### src/rtl/fpu_pkg.sv
// Shared types and constants for the FPU adder scheduler.
// Operand layout: sign[31], exp[30:20], mant[19:0].
package fpu_pkg;

    localparam int FP_W   = 32;
    localparam int EXP_W  = 11;
    localparam int MANT_W = 20;
    localparam int ST_W   = 4;

    // Status bit positions inside the 4-bit status word.
    localparam int ST_EXACT = 3;
    localparam int ST_OVF   = 2;
    localparam int ST_UNF   = 1;
    localparam int ST_INEX  = 0;

    typedef enum logic [1:0] {
        IDLE,
        ISSUE,
        WAIT
    } sched_state_t;

    function automatic logic [1:0] onehot2(logic idx);
        return idx ? 2'b10 : 2'b01;
    endfunction

endpackage

### src/rtl/fpu_rr_arb.sv
// Combinational 2-way round-robin arbiter.
// Ports: eligible[1:0], last_grant in; grant_valid, grant_idx out.
module fpu_rr_arb
    import fpu_pkg::*;
(
    input  logic [1:0] eligible,
    input  logic       last_grant,
    output logic       grant_valid,
    output logic       grant_idx
);

    always_comb begin
        grant_valid = |eligible;
        grant_idx   = 1'b0;
        unique case (1'b1)
            (eligible == 2'b11): grant_idx = ~last_grant;
            (eligible == 2'b10): grant_idx = 1'b1;
            default:             grant_idx = 1'b0;
        endcase
    end

endmodule

### src/rtl/fpu_sched.sv
// Two-client scheduler for the shared FPU adder with watchdog.
// Ports: req_* (client in), rsp_* (client out), fpu_* (FPU side),
// busy, err_timeout; clock_100k, reset (async, active-low).
module fpu_sched
    import fpu_pkg::*;
#(
    parameter int TIMEOUT_CYCLES = 16
) (
    input  logic        clock_100k,
    input  logic        reset,
    input  logic [1:0]  req_valid,
    output logic [1:0]  req_ready,
    input  logic [63:0] req_op_a,
    input  logic [63:0] req_op_b,
    output logic [1:0]  rsp_valid,
    input  logic [1:0]  rsp_ready,
    output logic [63:0] rsp_data,
    output logic [7:0]  rsp_status,
    output logic [31:0] fpu_op_a,
    output logic [31:0] fpu_op_b,
    output logic        fpu_start,
    input  logic        fpu_done,
    input  logic [31:0] fpu_data,
    input  logic [3:0]  fpu_status,
    output logic        busy,
    output logic        err_timeout
);

    localparam int CNT_W = $clog2(TIMEOUT_CYCLES) + 1;

    sched_state_t     state;
    logic             last_grant;
    logic             owner;
    logic [CNT_W-1:0] wd_cnt;
    logic [CNT_W-1:0] wd_next;
    logic             wd_hit;
    logic [1:0]       eligible;
    logic             grant_valid;
    logic             grant_idx;

    // A full result slot keeps its client out of arbitration.
    assign eligible = req_valid & ~rsp_valid;

    fpu_rr_arb u_arb (
        .eligible    (eligible),
        .last_grant  (last_grant),
        .grant_valid (grant_valid),
        .grant_idx   (grant_idx)
    );

    assign busy      = (state != IDLE);
    assign req_ready = (state == IDLE && grant_valid)
                     ? onehot2(grant_idx) : 2'b00;

    // Abort is decided on the cycle the incremented count hits the
    // limit, so the result lands TIMEOUT_CYCLES after fpu_start.
    assign wd_next = wd_cnt + 1'b1;
    assign wd_hit  = (wd_next == CNT_W'(TIMEOUT_CYCLES - 1));

    always_ff @(posedge clock_100k or negedge reset) begin
        if (!reset) begin
            state       <= IDLE;
            last_grant  <= 1'b1;
            owner       <= 1'b0;
            wd_cnt      <= '0;
            rsp_valid   <= 2'b00;
            rsp_data    <= '0;
            rsp_status  <= '0;
            fpu_op_a    <= '0;
            fpu_op_b    <= '0;
            fpu_start   <= 1'b0;
            err_timeout <= 1'b0;
        end else begin
            fpu_start   <= 1'b0;
            err_timeout <= 1'b0;
            rsp_valid   <= rsp_valid & ~rsp_ready;
            unique case (state)
                IDLE: begin
                    if (grant_valid) begin
                        fpu_op_a  <= req_op_a[{grant_idx, 5'd0} +: FP_W];
                        fpu_op_b  <= req_op_b[{grant_idx, 5'd0} +: FP_W];
                        owner     <= grant_idx;
                        fpu_start <= 1'b1;
                        state     <= ISSUE;
                    end
                end
                ISSUE: begin
                    wd_cnt <= '0;
                    state  <= WAIT;
                end
                WAIT: begin
                    wd_cnt <= wd_next;
                    if (fpu_done) begin
                        rsp_data[{owner, 5'd0} +: FP_W]  <= fpu_data;
                        rsp_status[{owner, 2'd0} +: ST_W] <= fpu_status;
                        rsp_valid[owner] <= 1'b1;
                        last_grant       <= owner;
                        state            <= IDLE;
                    end else if (wd_hit) begin
                        rsp_data[{owner, 5'd0} +: FP_W]  <= '0;
                        rsp_status[{owner, 2'd0} +: ST_W] <= '0;
                        rsp_valid[owner] <= 1'b1;
                        err_timeout      <= 1'b1;
                        last_grant       <= owner;
                        state            <= IDLE;
                    end
                end
                default: state <= IDLE;
            endcase
        end
    end

endmodule

### config.mk
export PLATFORM = sky130hd
export DESIGN_NAME = fpu_sched
export DESIGN_NICKNAME = d
export VERILOG_FILES = /design/src/rtl/fpu_pkg.sv /design/src/rtl/fpu_rr_arb.sv /design/src/rtl/fpu_sched.sv
export SDC_FILE = /design/constraint.sdc
export NUM_CORES = 1
export LEC_CHECK = 0
export CAP_MARGIN = 20
export CORE_MARGIN = 3
export CORE_UTILIZATION = 40
export DETAILED_ROUTE_END_ITERATION = 16
export PLACE_DENSITY = 0.87
export SLEW_MARGIN = 40
export SYNTH_ARGS = -nofsm -noshare
export SYNTH_HDL_FRONTEND = slang
export SYNTH_SLANG_ARGS = --single-unit
### constraint.sdc
create_clock -name clock_100k -period 2.37 [get_ports clock_100k]
set_clock_uncertainty 0.15 [all_clocks]
set_input_delay 0.5925 -clock clock_100k [delete_from_list [all_inputs] [get_ports clock_100k]]
set_output_delay 0.5925 -clock clock_100k [all_outputs]
set_load 0.01 [all_outputs]
==> summary.txt <==
Status
  • Outcome: complete, no violations

Critical path
  • Worst-path maximum fanout: 3
  • Worst Setup SP: req_valid[0]
  • Critical setup path kind: in -> out
  • Startpoint types: input pin
  • CP max stage cell: dlygate4sd2_1
  • Gate family responsible for the most delay along the worst path: buffers and inverters
  • Crit path buf inv count: 3
  • Crit-path cells: dlygate4sd2_1 -> nor2b_1 -> buf_4 -> a211oi_4 -> buf_2
  • Crit path DAT: between 1500 and 2000 ps
  • Critical path endpoint category: output port
  • CP peak stage delay: 260 ps
  • Worst Setup EP: req_ready[1]
  • Reg2reg start: wd_cnt[1]$_DFFE_PN0P_
  • WP data required: 1630 ps
  • FF-to-FF path depth: 6
  • Worst R2R Setup Slack: between 200 and 300 ps
  • Reg2reg end: state[1]$_DFFE_PN0P_
  • Crit. path cell count: 5

CTS
  • CTS buffer count: 17
  • Clk slew on worst S/H paths: 70 ps
  • CTS tree: built
  • Htree depth: 4
  • CTS Sinks: roughly 150
  • Clk Latency, worst-skew pair: 420 ps
  • CTS Root Buffer Type: clkbuf_16
  • Deepest clock path buffer count: 2

Hold path
  • Hold Path Class: reg -> reg

Final layout
  • FF+latch area: 3730 µm²
  • Post-Layout Inst Area: 10,190 µm²
  • Post-route insts no fill: between 1,000 and 1,500
  • Final net count: 1,012
  • Share of cells above drive strength 1: 9.423%
  • Core Util, Final: between 60% and 70%
  • Area of the multi-input gates: 2136 µm²
  • FILL cells: 1,056
  • Area growth syn-to-layout: 67.79%

Synthesis
  • Post-Syn Instances: 518
  • Register area share after synthesis: about three fifths
  • Main synth FF type: dfrtp_1
  • Synth top area share: 60.99%
  • Post-synth ARST share: 100.0%
  • Commonest cells post-synth: 148 x dfrtp_1, 133 x nand2_1, 70 x a32o_1
  • Area leader, netlist: dfrtp_1
  • Syn_nets: 694
  • Mapped cell area: 6072 µm²
  • Most frequent cell after synthesis: dfrtp_1
  • Cell variety after synth: 40
  • Ys Warns: 0
  • Register bit total from synthesis: 149
  • Syn Area/Cell: ~12 µm²
  • Post-synth EDFFs: 0
  • Main area contributors after synthesis: dfrtp_1 61%, a32o_1 12%, nand2_1 8.2%, a22oi_1 7.9%, clkbuf_1 1.4%

Timing
  • Worst Tran Pin Value: between 700 and 800 ps
  • Final setup vio count: 0
  • Hold Fails Final Rpt: 0
  • Slew headroom: 52.34%
  • Fin. max-slew vios: 0
  • Max frequency: 434.2 MHz
  • Fin crit share: 97.17%
  • Tmin final: 2303 ps
  • Unrepaired setup endpoints after global routing: no

Die
  • Die W: 129.2 µm
  • IO Pins: 314
  • Core area: 14,700 µm²
  • Chip Height: 129.2 µm
  • Die footprint: roughly 17,000 µm²
  • Row count: 44
  • Initial core utilization: between 40% and 50%

Global route
  • GRT Util Overall: 24.46%
  • Vias in the first global route: 5,972
  • Initial antenna violation count: 1
  • Gr ovfl total: 0
  • Pin count of the biggest net entering global routing: 66
  • Global-route wire length before repair: 31.51 mm

Power and ir drop
  • PD cells: 1289 nW/µm²
  • Pleak: 4.385 nW
  • VDD IR-drop max: slightly above 0.6 mV
  • Final Power: 13.13 mW

Drt
  • Vias: 5,755
  • Antenna Nets Post-Route: 0
  • Initial DRC Count: 371
  • Post-DR vias/cell: roughly 5.6
  • Remaining DRCs: 0
  • Final wirelength: 20.87 mm
  • Initial DRT Pass Iterations: 6
  • Routed length per instance: 20.16 µm

Placement
  • Dpl hpwl: around 15 mm
  • Gpl congestion: 0.8582
  • I/O Buffers: 313
  • DP Area: around 9600 µm²
  • Placed cells: 999

Run
  • Max_cap viols: 0
[per-stage QoR]
step | setup WS [ps] | hold slack [ps] | TNS, ps
CTS | -4.023 | 345.6 | -4.023
finish | 66.96 | 340.3 | 0
global route | 25.01 | 349.6 | 0
global placement | -572.9 | 322.1 | -22280
floorplan | 243.9 | 146.9 | 0
detailed placement | -567.8 | 330.5 | -21100
[worst min-delay path by stage]
stage,from,endpoint,slack [ps],cells after the start
2_1_floorplan,reset,err_timeout$_DFF_PN0_,150,0
3_3_place_gp,rsp_data[37]$_DFFE_PN0P_,rsp_data[37]$_DFFE_PN0P_,320,1
3_5_place_dp,rsp_data[25]$_DFFE_PN0P_,rsp_data[25]$_DFFE_PN0P_,330,1
4_1_cts,rsp_status[0]$_DFFE_PN0P_,rsp_status[0]$_DFFE_PN0P_,350,1
5_1_grt,rsp_status[4]$_DFFE_PN0P_,rsp_status[4]$_DFFE_PN0P_,350,1
6_report,rsp_data[25]$_DFFE_PN0P_,rsp_data[25]$_DFFE_PN0P_,340,1
[logic make-up (layout without fill, tap and decap cells)]
group | after synthesis | in the layout | share of synthesized area [%]
adder cells (fa/ha/maj) | 5 | 5 | 1.030
other | 0 | 2 | 0
multiplexers | 2 | 2 | 0.3503
AND/OR/NAND/NOR | 150 | 150 | 10.16
flip-flops | 149 | 149 | 61.43
AO/OA/AOI/OAI | 156 | 156 | 22.60
buffers and inverters | 56 | 387 | 4.430
[timing repair]
action / 4_1_cts / 5_1_grt
buffers inserted: 1 / 0
setup endpoints to repair: 3 / 3
hold buffers: 1 / 0
pin swaps: 0 / 0
gates resized for setup: 12 / 6
hold endpoints to repair: 38 / 0
[where the power goes]
| part | switching [mW] | total, mW | internal (mW) |
|---|---|---|---|
| Combinational | 2.78 | 6.13 | 3.35 |
| Sequential | 0.674 | 4.37 | 3.69 |
| Clock | 1.23 | 2.64 | 1.41 |
[layer usage]
layer	global-route usage [%]	wire length, µm	share of wire [%]	vias to the layer above
met2	42.47	10770	52	295
met3	9.027	2060	9.9	43
met1	27.48	7415	36	2849
li1	-	-	-	2568
met4	9.265	617	3.0	0
met5	0	0	0	-
[cells in the final DEF, fill, tap and decap left out, drive strengths merged, types with 2 or more instances in the layout]
| master | count |
|---|---|
| clkdlybuf4s50 | 307 |
| dfrtp | 148 |
| nand2 | 133 |
| a32o | 70 |
| a22oi | 64 |
| buf | 32 |
| inv | 20 |
| clkbuf | 17 |
| o21ai | 7 |
| ha | 5 |
| clkinv | 4 |
| o2bb2ai | 3 |
| clkinvlp | 3 |
| diode | 2 |
| nand3b | 2 |
| o311ai | 2 |
| nor2b | 2 |
| nor3 | 2 |
| nand3 | 2 |
| a21o | 2 |
| dlygate4sd2 | 2 |
| a21oi | 2 |
| nand2b | 2 |
[flip-flops by register name, indices dropped and copies added, names as in the netlist]
register and flops:
rsp_status 8, err_timeout 1, wd_cnt 5, fpu_op_b 32
last_grant 1, fpu_start 1, fpu_op_a 32, owner 1
rsp_data 64, state 2, rsp_valid 2
[layout make-up]
cell class                      count  area share [%]
Sequential cell                   149           36.61
Timing Repair Buffer              343           33.91
Multi-Input combinational cell    313           20.96
Clock buffer                       17           4.175
Tap cell                          184           2.260
Clock inverter                     15           1.596
Inverter                           12          0.4421
Antenna cell                        2         0.04912
[worst register-to-register path, stage by stage (launching register included)]
cell and delay (ps):
dfrtp_1 440, ha_1 250, nand2b_1 100, and4bb_4 270, o41ai_1 260, buf_4 180, mux2_2 320
Power figures use the tool's default switching activity.
